### src/rtl/fmap_row_writer.sv
// fmap_row_writer: write-side controller for the feature-map row buffer BRAM.
// Takes a valid/ready stream of packed pixel words and writes them into a ring
// of BUF_ROWS row slots, using the same address map the row-window reader uses.
// It counts the complete rows that are buffered, raises window_ready once three
// rows are available, and stalls the stream while every slot is occupied.
//
// Ports:
//   clk, reset        rising-edge clock, synchronous active-high reset
//   start             begins a frame (honoured only in IDLE)
//   in_data/valid     input pixel word stream; in_ready gives the backpressure
//   row_release       reader has consumed the oldest buffered row
//   wr_en/addr/data   BRAM write port, one cycle after each accepted word
//   rows_avail        complete rows buffered and not yet released
//   window_ready      rows_avail >= 3
//   count_row/col     frame row and word index currently being written
//   busy, frame_done  activity flag and one-cycle end-of-frame pulse
module fmap_row_writer #(
    parameter int DATA_W        = 64,
    parameter int ADDR_W        = 13,
    parameter int PIX_PER_WORD  = 8,
    parameter int ROW_STRIDE    = 160,
    parameter int WORDS_PER_ROW = 20,
    parameter int FRAME_ROWS    = 18,
    parameter int BUF_ROWS      = 4
) (
    input  logic              clk,
    input  logic              reset,
    input  logic              start,
    input  logic [DATA_W-1:0] in_data,
    input  logic              in_valid,
    output logic              in_ready,
    input  logic              row_release,
    output logic              wr_en,
    output logic [ADDR_W-1:0] wr_addr,
    output logic [DATA_W-1:0] wr_data,
    output logic [2:0]        rows_avail,
    output logic              window_ready,
    output logic [5:0]        count_row,
    output logic [4:0]        count_col,
    output logic              busy,
    output logic              frame_done
);

    localparam int SLOT_W = (BUF_ROWS > 1) ? $clog2(BUF_ROWS) : 1;

    localparam logic [4:0]        LAST_COL  = 5'(WORDS_PER_ROW - 1);
    localparam logic [5:0]        LAST_ROW  = 6'(FRAME_ROWS - 1);
    localparam logic [2:0]        FULL      = 3'(BUF_ROWS);
    localparam logic [SLOT_W-1:0] LAST_SLOT = SLOT_W'(BUF_ROWS - 1);
    localparam logic [ADDR_W-1:0] COL_STEP  = ADDR_W'(PIX_PER_WORD);
    localparam logic [ADDR_W-1:0] SLOT_STEP = ADDR_W'(ROW_STRIDE);

    typedef enum logic [1:0] {
        IDLE,
        FILL,
        DRAIN
    } state_t;

    state_t state, state_nx;

    logic [SLOT_W-1:0] slot;
    // slot_base and col_off track slot*ROW_STRIDE and count_col*PIX_PER_WORD
    // incrementally, so the address path needs only one adder.
    logic [ADDR_W-1:0] slot_base;
    logic [ADDR_W-1:0] col_off;

    logic accept;
    logic row_end;
    logic row_inc;
    logic row_dec;

    assign in_ready     = (state == FILL) && (rows_avail < FULL);
    assign accept       = in_valid && in_ready;
    assign row_end      = (count_col == LAST_COL);
    assign row_inc      = accept && row_end;
    // A release is ignored in IDLE and when nothing is buffered.
    assign row_dec      = row_release && (state != IDLE) && (rows_avail != 3'd0);
    assign window_ready = (rows_avail >= 3'd3);
    assign busy         = (state != IDLE);

    always_comb begin
        state_nx   = state;
        frame_done = 1'b0;
        unique case (state)
            IDLE: begin
                if (start) state_nx = FILL;
            end
            FILL: begin
                if (row_inc && (count_row == LAST_ROW)) state_nx = DRAIN;
            end
            DRAIN: begin
                if (rows_avail == 3'd0) begin
                    frame_done = 1'b1;
                    state_nx   = IDLE;
                end
            end
            default: state_nx = IDLE;
        endcase
    end

    always_ff @(posedge clk) begin
        if (reset) begin
            state      <= IDLE;
            wr_en      <= 1'b0;
            wr_addr    <= '0;
            wr_data    <= '0;
            rows_avail <= 3'd0;
            count_row  <= 6'd0;
            count_col  <= 5'd0;
            slot       <= '0;
            slot_base  <= '0;
            col_off    <= '0;
        end else begin
            state <= state_nx;
            wr_en <= accept;
            if (accept) begin
                wr_addr <= slot_base + col_off;
                wr_data <= in_data;
            end
            if ((state == IDLE) && start) begin
                rows_avail <= 3'd0;
                count_row  <= 6'd0;
                count_col  <= 5'd0;
                slot       <= '0;
                slot_base  <= '0;
                col_off    <= '0;
            end else begin
                if (accept) begin
                    if (row_end) begin
                        count_col <= 5'd0;
                        col_off   <= '0;
                        // The finished frame leaves the row counter at 0.
                        count_row <= (count_row == LAST_ROW) ? 6'd0
                                                             : count_row + 6'd1;
                        if (slot == LAST_SLOT) begin
                            slot      <= '0;
                            slot_base <= '0;
                        end else begin
                            slot      <= slot + 1'b1;
                            slot_base <= slot_base + SLOT_STEP;
                        end
                    end else begin
                        count_col <= count_col + 5'd1;
                        col_off   <= col_off + COL_STEP;
                    end
                end
                // A row that completes in the same cycle as a release
                // cancels it out.
                unique case (1'b1)
                    (row_inc && !row_dec): rows_avail <= rows_avail + 3'd1;
                    (row_dec && !row_inc): rows_avail <= rows_avail - 3'd1;
                    default:               rows_avail <= rows_avail;
                endcase
            end
        end
    end

endmodule

### config.mk
export PLATFORM = sky130hd
export DESIGN_NAME = fmap_row_writer
export DESIGN_NICKNAME = d
export VERILOG_FILES = /design/src/rtl/fmap_row_writer.sv
export SDC_FILE = /design/constraint.sdc
export NUM_CORES = 1
export LEC_CHECK = 0
export CAP_MARGIN = 0
export CORE_MARGIN = 1.5
export CORE_UTILIZATION = 45
export DETAILED_ROUTE_END_ITERATION = 8
export PLACE_DENSITY = 0.81
export SLEW_MARGIN = 20
export SYNTH_ARGS = -nofsm -noshare
export SYNTH_HDL_FRONTEND = slang
export SYNTH_SLANG_ARGS = --single-unit
export TNS_END_PERCENT = 50
### constraint.sdc
create_clock -name clk -period 3.89 [get_ports clk]
set_clock_uncertainty 0.2 [all_clocks]
set_input_delay 0.778 -clock clk [delete_from_list [all_inputs] [get_ports clk]]
set_output_delay 0.778 -clock clk [all_outputs]
set_load 0.02 [all_outputs]
# --- Word level (Yosys, flattened, before mapping) ---
# Index checks and enable logic that the tools add are counted.
# W data, S select, Z words.
op_classes:
  addsub: 8
  magnitude_cmp: 2
  n_eq_ne: 8
  mux: 12
  n_reduce_logical: 19
op_table:
  columns: ["op", "count"]
  rows:
  - ["$mux W13", 2]
  - ["$add A13 B13 Y13", 1]
  - ["$add A13 B4 Y13 const B", 1]
  - ["$add A13 B8 Y13 const B", 1]
  - ["$logic_and A1 B1 Y1", 9]
  - ["$mux W2", 4]
  - ["$add A6 B1 Y6 const B", 1]
  - ["$eq A6 B5 Y1 const B", 1]
  - ["$mux W6", 1]
  - ["$pmux W2 S3", 1]
  - ["$pmux W3 S2", 1]
  - ["$add A5 B1 Y5 const B", 1]
  - ["$eq A5 B5 Y1 const B", 1]
  - ["$mux W5", 1]
  - ["$eq A2 B2 Y1 const B", 2]
  - ["$ne A2 B2 Y1 const B", 2]
  - ["$reduce_bool A2 Y1", 2]
  - ["$add A3 B1 Y3 const B", 1]
  - ["$ge A3 B2 Y1 const B", 1]
  - ["$logic_not A3 Y1", 1]
  - ["$lt A3 B3 Y1 const B", 1]
  - ["$reduce_and A3 Y1", 1]
  - ["$reduce_bool A3 Y1", 1]
  - ["$sub A3 B1 Y3 const B", 1]
  - ["8 further kinds", 10]
word_totals:
  ff_bits: 122
  out_inout_bits: 96
  wordCells: 59

# --- Depth between registers and ports, before layout ---
depth:
  ltp_word: 7
  depth_mapped: 11

# --- Worst setup path after synthesis ---
# OpenSTA, ideal clock, no wires.
synth_timing:
  kind: "input -> register"
  from: "in in_valid"
  to: "reg rows_avail[2]"
  arrival_ns: 2.811
  path_slack_ns: 0.809
  stages: 11
  cell_sequence: "and4bb_2 > and3_1 > buf_4 > inv_1 > buf_2 > ha_1 > inv_1 > fa_1 > xor2_1 > or3_1 > a21oi_1"
synth_between:
  elab_chain_cells: 5
  elab_cells_between_ends: 7
  classes_between: "1 x mux; 6 x reduce/logical"
synth_lines:
  columns: ["element", "line_no", "rtl"]
  rows:
  - ["start, declared", "30", "input logic in_valid,"]
  - ["$logic_and A1 B1 Y1 *", "73", "assign accept = in_valid && in_ready;"]
  - ["$logic_and A1 B1 Y1 *", "75", "assign row_inc = accept && row_end;"]
  - ["$logic_not A1 Y1", "151", "(row_dec && !row_inc): rows_avail <= rows_avail - 3'd1;"]
  - ["$logic_and A1 B1 Y1", "151", null]
  - ["$pmux W3 S2 / $reduce_bool A2 Y1 (equally long branches)", null, null]
  - ["end signal, assigned", "150", "(row_inc && !row_dec): rows_avail <= rows_avail + 3'd1;"]
  - ["end signal, assigned", "151", null]
  - ["end signal, assigned", "152", "default: rows_avail <= rows_avail;"]
  - ["end, declared", "36", "output logic [2:0] rows_avail,"]
# Every way passes the cells marked *; elsewhere a longest branch is shown, timed or not.
# A chain may end at the register's enable or synchronous reset.

# --- Worst setup path after layout ---
layout_timing:
  from: "reg rows_avail[2]"
  to: "out frame_done"
layout_between:
  elab_chain_cells: 3
layout_lines:
  columns: ["element", "line_no", "rtl"]
  rows:
  - ["$logic_not A3 Y1", "92", "if (rows_avail == 3'd0) begin"]
  - ["$mux W1", "92", null]
  - ["$mux W1", "84", "unique case (state)"]
  - ["end, declared", "41", "output logic frame_done"]
# Every way passes these cells.

==> impl_metrics.tcl <==
set metrics [dict create \
    vias 4351 \
    arrival_ns 2.04 \
    drt_iter0_markers 151 \
    setup_ws_ns 0.873 \
    tritoncts "yes" \
    maxCapViolCount 0 \
    start_util_pct 46.6 \
    hold_viol 0 \
    setup_viol 0 \
    crit_required_ns 2.91 \
    routed_wl_mm 11.7 \
    worstMarginPinSlew_ns 0.836 \
    htreeDepth 3 \
    die_area_sq_um 10700 \
    n_fill_cell 794 \
    syn_area_sq_um 4550 \
    layout-drive-gt1-share_pct 3.91 \
    register_area_sq_um 2220 \
    drc 0 \
    area_growth_pct 41.1 \
    avgSynthCellArea_sq_um 8.09 \
    yosys_most_used_dff "dfxtp_1" \
    leakage_uw 0.00232 \
    die_y_um 104 \
    die_w_um 104 \
    port_buffers 161 \
    pre_cts_slack_ns 0.634 \
    cts_hold_buf 0 \
    core_area_sq_um 9770 \
    grt_pass1_vias 4162 \
    cts.sinks 111 \
    clkLatencyLatePin_ns 0.36 \
    post_cts_buffers 0 \
    cts_resized 0 \
    root_buffer "clkbuf_8" \
    vias_per_cell 5.12 \
    grt_overflow_total 0 \
    path_max_fanout 7 \
    place_hpwl_mm 8.30 \
    diodes 0 \
    path_class "flip-flop to output pin" \
    vdd_drop_max_v 0.000178 \
    slew_headroom_pct 44.2 \
    cts_made_buffers 9 \
    cts_buffer_depth 2 \
    seq_area_frac_synth_pct 48.8 \
    fp-row-count 36 \
    endpoint_kind "output pin" \
    period_minus_slack_ns 3.02 \
    drtPass1Iterations 5 \
    cp-start-kind "flip-flop" \
    max_clock_freq_mhz 331 \
    synth_async_sr_flop_share_pct 0 \
    min_path_type "flip-flop to flip-flop" \
    yosysWarnings 0 \
    final_nets 797 \
    p_per_area_nw_per_um2 327 \
    finalSetupTns_ns 0 \
    grt_pass1_wl_mm 19.4 \
    synth-seq-cells 111 \
    rsz0062_at_grt "no" \
    postSynthCellCount 563 \
    multiInputGateArea_sq_um 2170 \
    synth_cell_types 40 \
    grt_start_max_net_pins 85 \
    synth_edf_count 0 \
    antenna_found_initial 0 \
    maxSlewViolCount 0 \
    gp_congestion 0.798 \
    top_level_ports 165 \
    period_share_pct 77.6 \
    clk_pin_slew_ns 0.11 \
    wl_per_cell_um 13.8 \
    antenna_left 0 \
    status "finished, final reports clean" \
    grt_usage_pct 21.6 \
]
==> cells in the final DEF, fill, tap and decap left out, drive strengths merged, types with 2 or more instances in the layout <==
| cell type | n |
|---|---|
| a21o | 6 |
| ha | 15 |
| nor3b | 3 |
| a31oi | 5 |
| buf | 8 |
| and3 | 4 |
| nor2 | 30 |
| clkinv | 3 |
| dfxtp | 111 |
| nand4 | 5 |
| nand2b | 3 |
| or3 | 10 |
| nand3b | 5 |
| o311ai | 2 |
| clkbuf | 9 |
| conb | 4 |
| xor2 | 13 |
| nor4 | 2 |
| clkdlybuf4s50 | 160 |
| inv | 12 |
| xnor2 | 9 |
| a21oi | 93 |
| nor3 | 4 |
| and4 | 2 |
| nand2 | 166 |
| nand3 | 7 |
| nor2b | 2 |
| o21ai | 14 |
==> final timing paths <==
check                start             to  slack [ns]  cells after the start
max reg2reg  rows_avail[2]  rows_avail[2]        1.41                      9
min reg2reg     wr_addr[6]     wr_addr[6]        0.26                      2
min             wr_addr[6]     wr_addr[6]        0.26                      2
max          rows_avail[2]     frame_done        0.87                      3
==> registers in the layout, summed over array words and instances (netlist names), 2 cells and up <==
name	flops
slot	2
wr_addr	10
count_col	5
slot_base	8
state	2
wr_data	64
rows_avail	3
col_off	10
count_row	6
==> worst max-delay path, stage by stage (launching register included) <==
cell and delay [ns]:
dfxtp_1 0.38, or3_1 0.42, nor3b_1 0.22, clkdlybuf4s50_1 0.65
==> kinds of logic (layout without fill, tap and decap cells) <==
kind of cell             count (synthesis)  count (layout)  share of synthesized area, %
other                                    1               4                        0.0824
adder cells (fa/ha/maj)                 16              16                          4.56
AND/OR/NAND/NOR                        247             247                          23.7
AO/OA/AOI/OAI                          124             124                          14.5
flip-flops                             111             111                          48.8
multiplexers                             1               1                         0.220
buffers and inverters                   41             192                          3.88
XOR/XNOR                                22              22                          4.23
==> area by class of cell <==
cell class,instances,share of cell area [%]
Timing Repair Buffer,168,25.8
Clock buffer,9,1.93
Tap cell,133,2.59
Inverter,8,0.468
Clock inverter,7,0.838
Multi-Input combinational cell,414,33.7
Sequential cell,111,34.6
==> stage by stage <==
| step | cell area [sq um] | instances | utilization (%) | total power (uW) | hold WS [ns] |
|---|---|---|---|---|---|
| final | 6420 | 850 | 65.7 | 2100 | 0.256 |
| after floorplan | 4560 | 566 | - | 1330 | 0.240 |
| after global routing | 6420 | 850 | 65.7 | 2200 | 0.275 |
| after detailed placement | 6240 | 834 | 63.9 | 1480 | 0.245 |
| after CTS | 6420 | 850 | 65.7 | 2130 | 0.259 |
| after global placement | 6240 | 834 | 63.9 | 1480 | 0.241 |
==> synthesized netlist by cell type, types with 5 or more instances <==
master	n	area share [%]
ha_1	15	4.1
inv_1	8	0.66
xnor2_1	9	1.7
or3_1	10	1.4
a21o_1	6	0.99
nand3_1	7	0.77
nand3b_1	5	0.82
buf_2	6	0.66
nand2_1	166	14
o21ai_0	14	1.5
xor2_1	13	2.5
dfxtp_1	111	49
a31oi_1	5	0.69
a21oi_1	93	10
clkbuf_1	20	1.6
nor2_1	30	2.5
==> layer usage <==
layer  vias to the layer above  part of all wire [%]  global-route usage (%)
li1                       2166                     -                       -
met3                        19                   6.1                    6.04
met2                       103                    50                    37.3
met1                      2063                    42                    25.8
met5                         -                     0                       0
met4                         0                   1.8                    7.84
==> power by group <==
| group | switching (uW) | total, uW | internal [uW] |
|---|---|---|---|
| clock | 405 | 647 | 242 |
| combinational | 135 | 271 | 136 |
| sequential | 16.7 | 1180 | 1170 |
| total | 557 | 2100 | 1550 |
No activity file was read; power rests on OpenSTA's default activity.
